===== config.mk =====
export PLATFORM = sky130hd
export DESIGN_NAME = cpu_ctrl_fsm
export DESIGN_NICKNAME = d
export VERILOG_FILES = /design/src/rtl/cpu_pkg.sv /design/src/rtl/cpu_ctrl_watchdog.sv /design/src/rtl/cpu_ctrl_fsm.sv
export SDC_FILE = /design/constraint.sdc
export NUM_CORES = 1
export LEC_CHECK = 0
export CORE_MARGIN = 5
export CORE_UTILIZATION = 40
export CTS_CLUSTER_DIAMETER = 120
export CTS_CLUSTER_SIZE = 25
export DETAILED_ROUTE_END_ITERATION = 16
export GPL_TIMING_DRIVEN = 1
export PLACE_DENSITY = 0.82
export SYNTH_ARGS = -nofsm -noshare
export SYNTH_HDL_FRONTEND = slang
export SYNTH_SLANG_ARGS = --single-unit

===== constraint.sdc =====
create_clock -name clk -period 2 [get_ports clk]
set_input_delay 0.4 -clock clk [delete_from_list [all_inputs] [get_ports clk]]
set_output_delay 0.4 -clock clk [all_outputs]
set_load 0.03 [all_outputs]

===== src/rtl/cpu_pkg.sv =====
// Shared CPU constants: states, opcodes, PC control and ALU codes.
// Imported by the control unit and the datapath blocks.
package cpu_pkg;

  localparam logic [2:0] S_IDLE   = 3'd0;
  localparam logic [2:0] S_FETCH  = 3'd1;
  localparam logic [2:0] S_DECODE = 3'd2;
  localparam logic [2:0] S_EXEC   = 3'd3;
  localparam logic [2:0] S_MEM    = 3'd4;
  localparam logic [2:0] S_HALT   = 3'd5;
  localparam logic [2:0] S_ERROR  = 3'd6;

  localparam logic [4:0] OP_NOP   = 5'b00000;
  localparam logic [4:0] OP_HALT  = 5'b00001;
  localparam logic [4:0] OP_LOAD  = 5'b00010;
  localparam logic [4:0] OP_STORE = 5'b00011;
  localparam logic [4:0] OP_ADD   = 5'b00100;
  localparam logic [4:0] OP_SUB   = 5'b00101;
  localparam logic [4:0] OP_AND   = 5'b00110;
  localparam logic [4:0] OP_OR    = 5'b00111;
  localparam logic [4:0] OP_JMP   = 5'b01000;
  localparam logic [4:0] OP_JZ    = 5'b01001;
  localparam logic [4:0] OP_JC    = 5'b01010;

  localparam logic [1:0] PC_HOLD = 2'b00;
  localparam logic [1:0] PC_INC  = 2'b01;
  localparam logic [1:0] PC_ABS  = 2'b10;
  localparam logic [1:0] PC_REL  = 2'b11;

  localparam logic [2:0] ALU_ADD = 3'b000;
  localparam logic [2:0] ALU_SUB = 3'b001;
  localparam logic [2:0] ALU_AND = 3'b010;
  localparam logic [2:0] ALU_OR  = 3'b011;

  // ADD/SUB/AND/OR occupy opcodes 001xx
  function automatic logic is_alu_op(
    input logic [4:0] op
  );
    return op[4:2] == 3'b001;
  endfunction

  function automatic logic [2:0] alu_code(
    input logic [4:0] op
  );
    return {1'b0, op[1:0]};
  endfunction

endpackage


===== src/rtl/cpu_ctrl_watchdog.sv =====
// Memory wait watchdog: counts stalled cycles, flags expiry.
// Ports: clk, rst (async low), i_clr, i_inc, o_expired.
module cpu_ctrl_watchdog #(
  parameter int TIMEOUT = 16,
  parameter int TOW     = 5
) (
  input  logic clk,
  input  logic rst,
  input  logic i_clr,
  input  logic i_inc,
  output logic o_expired
);

  localparam logic [TOW-1:0] LIMIT =
    TOW'((TIMEOUT > 0) ? TIMEOUT - 1 : 0);

  logic [TOW-1:0] r_cnt;

  // Expires on the stalled cycle that would bring the
  // count to TIMEOUT, i.e. after TIMEOUT wait cycles.
  assign o_expired = (TIMEOUT != 0) && i_inc &&
                     (r_cnt == LIMIT);

  always_ff @(posedge clk or negedge rst) begin
    if (!rst) begin
      r_cnt <= '0;
    end else if (i_clr) begin
      r_cnt <= '0;
    end else if (i_inc) begin
      r_cnt <= r_cnt + 1'b1;
    end
  end

endmodule


===== src/rtl/cpu_ctrl_fsm.sv =====
// Multi-cycle CPU control unit: owns IR, sequences fetch/decode/exec.
// Ports: clk, rst, start, mem_*, flags in; pc/mem/reg/alu ctrl out.
module cpu_ctrl_fsm
  import cpu_pkg::*;
#(
  parameter int TIMEOUT = 16,
  parameter int TOW     = 5
) (
  input  logic        clk,
  input  logic        rst,
  input  logic        start,
  input  logic [15:0] mem_rdata,
  input  logic        mem_ready,
  input  logic        zero_flag,
  input  logic        carry_flag,
  output logic        pc_en,
  output logic [1:0]  pc_ctrl,
  output logic [7:0]  offset_addr,
  output logic [15:0] ir_out,
  output logic        mem_rd,
  output logic        mem_wr,
  output logic        addr_sel,
  output logic        reg_we,
  output logic [2:0]  reg_sel,
  output logic [2:0]  alu_op,
  output logic        wb_sel,
  output logic        flags_we,
  output logic        halted,
  output logic        bus_err,
  output logic [2:0]  state_out
);

  logic [2:0]  r_state;
  logic [15:0] r_ir;
  logic [2:0]  w_next;
  logic [4:0]  w_op;
  logic        w_alu;
  logic        w_ls;
  logic        w_taken;
  logic        w_wait;
  logic        w_expired;

  assign w_op  = r_ir[15:11];
  assign w_alu = is_alu_op(w_op);
  assign w_ls  = (w_op == OP_LOAD) ||
                 (w_op == OP_STORE);
  assign w_taken =
    ((w_op == OP_JZ) && zero_flag) ||
    ((w_op == OP_JC) && carry_flag);

  assign w_wait = ((r_state == S_FETCH) ||
                   (r_state == S_MEM)) && !mem_ready;

  cpu_ctrl_watchdog #(
    .TIMEOUT (TIMEOUT),
    .TOW     (TOW)
  ) u_wd (
    .clk       (clk),
    .rst       (rst),
    .i_clr     (w_next != r_state),
    .i_inc     (w_wait),
    .o_expired (w_expired)
  );

  always_comb begin
    w_next = r_state;
    case (r_state)
      S_IDLE:   if (start) w_next = S_FETCH;
      S_FETCH: begin
        if (mem_ready)      w_next = S_DECODE;
        else if (w_expired) w_next = S_ERROR;
      end
      S_DECODE: begin
        unique case (1'b1)
          (w_op == OP_HALT): w_next = S_HALT;
          w_ls:              w_next = S_MEM;
          default:           w_next = S_EXEC;
        endcase
      end
      S_EXEC:   w_next = S_FETCH;
      S_MEM: begin
        if (mem_ready)      w_next = S_FETCH;
        else if (w_expired) w_next = S_ERROR;
      end
      S_HALT:   if (start) w_next = S_FETCH;
      S_ERROR:  w_next = S_ERROR;
      default:  w_next = S_IDLE;
    endcase
  end

  always_ff @(posedge clk or negedge rst) begin
    if (!rst) begin
      r_state <= S_IDLE;
      r_ir    <= '0;
    end else begin
      r_state <= w_next;
      if ((r_state == S_FETCH) && mem_ready)
        r_ir <= mem_rdata;
    end
  end

  always_comb begin
    pc_en    = 1'b0;
    pc_ctrl  = PC_HOLD;
    mem_rd   = 1'b0;
    mem_wr   = 1'b0;
    addr_sel = 1'b0;
    reg_we   = 1'b0;
    alu_op   = 3'b000;
    wb_sel   = 1'b0;
    flags_we = 1'b0;
    halted   = 1'b0;
    bus_err  = 1'b0;
    case (r_state)
      S_FETCH: begin
        mem_rd = 1'b1;
        if (mem_ready) begin
          pc_en   = 1'b1;
          pc_ctrl = PC_INC;
        end
      end
      S_EXEC: begin
        unique case (1'b1)
          w_alu: begin
            alu_op   = alu_code(w_op);
            reg_we   = 1'b1;
            flags_we = 1'b1;
          end
          (w_op == OP_JMP): begin
            pc_en   = 1'b1;
            pc_ctrl = PC_ABS;
          end
          w_taken: begin
            pc_en   = 1'b1;
            pc_ctrl = PC_REL;
          end
          default: ;
        endcase
      end
      S_MEM: begin
        addr_sel = 1'b1;
        if (w_op == OP_LOAD) begin
          mem_rd = 1'b1;
          if (mem_ready) begin
            reg_we = 1'b1;
            wb_sel = 1'b1;
          end
        end else begin
          mem_wr = 1'b1;
        end
      end
      S_HALT:  halted  = 1'b1;
      S_ERROR: bus_err = 1'b1;
      default: ;
    endcase
  end

  // Offset and destination are only presented while used
  assign offset_addr = pc_ctrl[1] ? r_ir[7:0] : 8'h00;
  assign reg_sel     = reg_we ? r_ir[10:8] : 3'b000;
  assign ir_out      = r_ir;
  assign state_out   = r_state;

endmodule


==> impl_results.md, run 1 <==
- Asr flop ratio synth: 100%
- DRC viols: 0
- RSZ-0062 raised after global routing: yes
- Worst reg2reg setup slack: 130 ps
- Die Wd: 71.5 um
- ANT cells: 0
- Setup CP Type: reg2out
- Core Area: 0.00366 sq mm
- Worst r2r dst: u_wd.r_cnt[0]$_DFFE_PN0P_
- FMAX: 0.444 GHz
- Gate Count Post-Synth: 140
- Vias after detailed routing: 1,385
- Mapped cell area: 0.00151 sq mm
- Post-synth EDFFs: 0
- FF-to-FF Start: u_wd.r_cnt[0]$_DFFE_PN0P_
- Clock Latency Late Sink: 270 ps
- Worst Hold Class: in2async
- CTS clk-pin slew, worst paths: 90 ps
- Area contributors post-synth: dfrtp_1 40%, mux2_4 8.9%, mux2_1 6.0%
- Power density over cell area: 1450 mW/mm^2
- First-pass GRT wire length: 6830 um
- DR WL/cell: 15.2 um
- Max cap viols: 0
- Synth cell count leaders: 24 x dfrtp_1, 11 x and2_1, 9 x mux2_4, 8 x mux2_1
- Avg Vias per Cell: 5.02
- Critical Path AT: 1850 ps
- Row Count: 22
- Fin nets: 253
- Syn. warnings: 0
- Worst Skew: 4.83 ps
- Cell with the most instances after synthesis: dfrtp_1
- Clk buf depth: 2
- Failing checks: setup timing
- H-tree depth: 1
- GP Congestion: 0.917
- Final setup margin: -252 ps
- Dpl ws: -69.9 ps
- Antenna violations before repair: 0
- Setup crit end kind: primary output
- Setup crit start kind: flip-flop
- Fin. Hold Viols: 0
- Status: complete, but fails checks
- DRT Pass-1 Iters: 6
- Remaining antenna violation count after routing: 0
- Cell count of the worst reg-to-reg path: 8
- CTS tree: built
- Post-Place Cell Area: 0.00229 sq mm
- Synth cell types: 46
- Worst-path maximum fanout: 4
- Tot Pwr: 3590 uW
- Finish-stage setup viols: 16
- Syn nets: 164
- CTS Sinks: 24
- Die footprint: 0.00511 sq mm
- Share of the synthesized area in the top cell type: 39.7%
- Detail Placement HPWL: 3050 um
- GR Overflow Total: 0
- Post-synthesis average cell area: 10.8 sq um
- Largest area contributor in the netlist: dfrtp_1
- Cts hold-fix bufs: 0
- IO Port Bufs: 64
- Minimum clock period: 2250 ps
- Total track usage: 16.4%
- Sequential share of the synthesized area: 39.7%
- Max-slew violation count: 0
- Synth Flop Type: dfrtp_1
- Area grow syn2layout: 63.9%
- Largest net degree at the start of global routing: 25
- Tcrit/Tclk final: 113%
- Starting Density: 41.3%
- Total CTS buffers: 3
- 1st-iter DRT viols: 50
- Die Height: 71.5 um
- WL final: 4210 um
- Synth Register Bits: 24
- VDD IR-drop max: 920 uV
- Vias in the first global route: 1,443
- Clock root buffer: clkbuf_8
- Leakage power: 0.00115 uW
- Finished Core Util: 67.7%
- Fraction of layout cells with a size suffix above 1: 40.8%
- Critical path data required time: 1600 ps
- I/O pin cnt: 66
- Finished layout cell area: 0.00248 sq mm
registers in the layout, indices dropped and copies added (netlist names):
name,count
ir_out,16
state_out,3
u_wd.r_cnt,5
critical path: stages, from the launching register on:
cell and delay, ps:
dfrtp_2 410, or4b_4 550, nor2_4 110, buf_6 110, a31oi_4 130, nor2b_4 140, buf_6 130
metrics by stage:
step | std cells | hold WS [ps] | TNS [ps]
after floorplan | 140 | 104 | -73.6
after global placement | 264 | 488 | -78.6
after detailed placement | 264 | 506 | -158
after CTS | 274 | 496 | -2030
after global routing | 276 | 518 | -3420
final | 276 | 479 | -2190
cells by family after synthesis:
group | Yosys count | synth area share [%]
muxes | 20 | 17.0
and+or+nand+nor | 56 | 23.4
other | 1 | 0.248
buffers and inverters | 12 | 5.62
AOI/OAI and AO/OA | 21 | 9.60
adders and majority gates | 2 | 1.65
xor gates and xnor gates | 4 | 2.81
DFF | 24 | 39.7
repair_timing:
item                                    in CTS  in global routing
buffers inserted                             5                  2
pin swaps                                    1                  2
endpoints found under the setup margin      24                 27
cloned                                       1                  0
gates resized for setup                     24                 12
cells in the final DEF, fill, tap and decap left out, types with 5 or more instances in the layout:
cell type / instances
buf_6: 10
mux2_4: 9
buf_4: 36
dfrtp_1: 18
dfrtp_2: 6
mux2_1: 8
a21oi_1: 6
and2_1: 11
nor2_1: 5
nand2_1: 5
inv_1: 5
clkdlybuf4s50_1: 38
power breakdown:
part           leakage, uW  internal, uW  switching [uW]  total, uW
combinational     0.000826          1090            1200       2290
clock            0.0000357           267             161        429
sequential        0.000288           694             179        873
worst max path at each step:
stage | startpoint | to | cells after the start
after global placement | ir_out[14]$_DFFE_PN0P_ | mem_wr | 4
after detailed placement | ir_out[14]$_DFFE_PN0P_ | mem_wr | 4
after CTS | ir_out[14]$_DFFE_PN0P_ | reg_sel[2] | 6
after floorplan | state_out[0]$_DFF_PN0_ | reg_sel[0] | 4
after global routing | ir_out[14]$_DFFE_PN0P_ | reg_sel[0] | 6
final | ir_out[14]$_DFFE_PN0P_ | reg_sel[2] | 6
routing by layer:
layer,track usage (%),vias up,routed length [um]
met2,27.0,52,2000
met4,3.13,0,10
li1,-,670,-
met5,0,-,0
met1,22.3,661,1900
met3,3.37,2,301
layout make-up:
cell class,count,area (sq um)
timing repair buffer,89,805
fill,301,1180
clock inverter,1,30.0
inverter,6,22.5
clock buffer,3,41.3
multi-input combinational,105,913
sequential,24,608
tap,48,60.1
Note: power is estimated with default switching activity, not from simulation.
==> inputs of run 2 (changes only) <==
--- a/config.mk
+++ b/config.mk
@@ -5,13 +5,17 @@
 export SDC_FILE = /design/constraint.sdc
 export NUM_CORES = 1
 export LEC_CHECK = 0
+export CELL_PAD_IN_SITES_DETAIL_PLACEMENT = 1
+export CELL_PAD_IN_SITES_GLOBAL_PLACEMENT = 2
 export CORE_MARGIN = 5
-export CORE_UTILIZATION = 40
+export CORE_UTILIZATION = 25
 export CTS_CLUSTER_DIAMETER = 120
 export CTS_CLUSTER_SIZE = 25
 export DETAILED_ROUTE_END_ITERATION = 16
 export GPL_TIMING_DRIVEN = 1
-export PLACE_DENSITY = 0.82
+export PLACE_DENSITY = 0.85
+export SLEW_MARGIN = 20
 export SYNTH_ARGS = -nofsm -noshare
 export SYNTH_HDL_FRONTEND = slang
 export SYNTH_SLANG_ARGS = --single-unit
+export TNS_END_PERCENT = 20
==> run 2 against run 1 <==
Effect of this change:
- the flow still finishes with violations (setup timing)
- count of clock-buffer cells in the layout increased by 1
- worst setup slack got worse by 44 ps
- worst hold slack gained 14 ps
- first-iteration DRC count fell by 38%
- routed wire length grew 11%
- global-route usage fell by 4.0 points
- sequential power up 2.9%
- critical path depth did not move
- total power is 2.6% lower
==> impl_results.md, run 2 (synthesis gave the netlist of run 1 again) <==
- Clock Latency Late Sink: 270 ps (about the same)
- VDD IR-drop max: 799 uV (-13%)
- FMAX: 0.436 GHz (-1.9%)
- CTS tree: built
- Avg Vias per Cell: 4.60 (-8.3%)
- Setup CP Type: reg2out
- Remaining antenna violation count after routing: 0 (unchanged)
- 1st-iter DRT viols: 31 (-38%)
- Dpl ws: -106 ps (-36.1 ps)
- Leakage power: 0.00115 uW (-0.19%)
- Setup crit start kind: flip-flop
- Cell count of the worst reg-to-reg path: 7 (-1)
- Die Height: 87.8 um (+23%)
- Cts hold-fix bufs: 0 (unchanged)
- Die Wd: 87.8 um (+23%)
- Worst reg2reg setup slack: 130 ps (about the same)
- Critical path data required time: 1600 ps (about the same)
- Met2 wire length: 2340 um (+17%)
- Setup crit end kind: primary output
- CTS Sinks: 24 (unchanged)
- Worst r2r dst: u_wd.r_cnt[1]$_DFFE_PN0P_
- ANT cells: 0 (unchanged)
- Tot Pwr: 3500 uW (-2.6%)
- Most common cell after layout, fill and taps aside: clkdlybuf4s50_1
- Status: complete, but fails checks
- Final hold slack: 493 ps (+13.7 ps)
- Total track usage: 12.4% (-4.0 points)
- Fin. Hold Viols: 0 (unchanged)
- H-tree depth: 1 (unchanged)
- I/O pin cnt: 66 (unchanged)
- CTS clk-pin slew, worst paths: 90 ps (about the same)
- Area grow syn2layout: 65.8%
- Core Area: 0.00589 sq mm (+61%)
- Finished layout cell area: 0.00251 sq mm (+1.2%)
- Detail Placement HPWL: 3580 um (+17%)
- Filler Cell Count: 660 (+120%)
- WL met1: 1980 um (+4.3%)
- Final setup margin: -295 ps (-43.7 ps)
- Largest net degree at the start of global routing: 25 (unchanged)
- Fraction of layout cells with a size suffix above 1: 40.8% (about the same)
- Worst Hold Class: in2async
- Critical Path Start: ir_out[13]$_DFFE_PN0P_
- GR Overflow Total: 0 (unchanged)
- WL final: 4650 um (+11%)
- DR WL/cell: 15.6 um (+2.4%)
- Vias in the first global route: 1,451 (+0.55%)
- Failing checks: setup timing
- Finish-stage setup viols: 16 (unchanged)
- Most frequent cells in the layout: 39 x clkdlybuf4s50_1, 22 x buf_4, 20 x buf_6
- Post-Place Cell Area: 0.00232 sq mm (+1.4%)
- DRT Pass-1 Iters: 3 (-3)
- Total CTS buffers: 3 (unchanged)
- Max layer used: met4
- Worst Skew: 5.71 ps (+0.877 ps)
- Metal3 WL: 317 um (+5.3%)
- Max cap viols: 0 (unchanged)
- Clock root buffer: clkbuf_8
- Vias after detailed routing: 1,372 (-0.94%)
- GP Congestion: 0.837 (-8.7%)
- Power density over cell area: 1390 mW/mm^2 (-3.7%)
- IO Port Bufs: 64 (unchanged)
- Max-slew violation count: 0 (unchanged)
- Clk buf depth: 2 (unchanged)
- Tcrit/Tclk final: 115% (+2.2 points)
- Antenna violations before repair: 0 (unchanged)
- Starting Density: 25.7% (-16 points)
- Minimum clock period: 2300 ps (+43.7 ps)
- DRC viols: 0 (unchanged)
- Critical Path AT: 1900 ps (+50 ps)
- RSZ-0062 raised after global routing: yes
- Worst-path maximum fanout: 4 (unchanged)
- FF-to-FF Start: u_wd.r_cnt[0]$_DFFE_PN0P_
- First-pass GRT wire length: 7530 um (+10%)
- Die footprint: 0.00771 sq mm (+51%)
- Fin nets: 248 (-2.0%)
- Row Count: 28 (+27%)
- Largest register FFs: 16 (unchanged)
run 2: layout make-up:
| type | instances | area (sq um) | share of cell area, % |
|---|---|---|---|
| Sequential cell | 24 | 608 | 24.2 |
| Timing Repair Buffer | 85 | 822 | 32.8 |
| Inverter | 6 | 22.5 | 0.898 |
| Clock buffer | 4 | 55.1 | 2.19 |
| Multi-Input combinational cell | 104 | 907 | 36.2 |
| Tap cell | 75 | 93.8 | 3.74 |
run 2: repair_timing:
action | 4_1_cts | 5_1_grt
endpoints found under the setup margin | 22 | 26
pin swaps | 6 | 7
hold endpoints to repair | 0 | 0
buffers inserted | 2 | 1
resized for setup | 33 | 6
run 2: power breakdown:
| part | total [uW] | internal [uW] | leakage [uW] | switching (uW) |
|---|---|---|---|---|
| logic | 2260 | 1080 | 0.000831 | 1190 |
| clock network | 336 | 176 | 0.0000288 | 160 |
| registers | 898 | 695 | 0.000288 | 203 |
run 2: critical path, cell delays in order, from the launching register on:
cell and delay, ps:
dfrtp_2 410, or4b_4 560, nor2_4 120, buf_6 120
a31oi_4 150, nor2b_4 140, buf_6 130
run 2: how the worst max path moves through the flow:
stage	slack, ps	endpoint	cells past startpoint
6_report	-300	reg_sel[2]	6
5_1_grt	-380	reg_sel[1]	6
4_1_cts	-330	reg_sel[2]	6
3_5_place_dp	-110	mem_wr	4
3_3_place_gp	-70	mem_wr	4
2_1_floorplan	-20	reg_sel[0]	4
run 2: routing by layer:
metal  global-route usage, %  vias to the layer above
li1                        -                      655
met4                    1.26                        0
met3                    4.05                        2
met2                    20.9                       40
met5                       0                        -
met1                    15.9                      675
run 2: stage by stage:
stage	utilization, %	std cells	TNS, ps
floorplan	-	140	-73.6
global route	42.6	298	-3610
detailed placement	39.4	291	-398
CTS	42.2	297	-2540
global placement	39.4	291	-163
finish	42.6	298	-2080
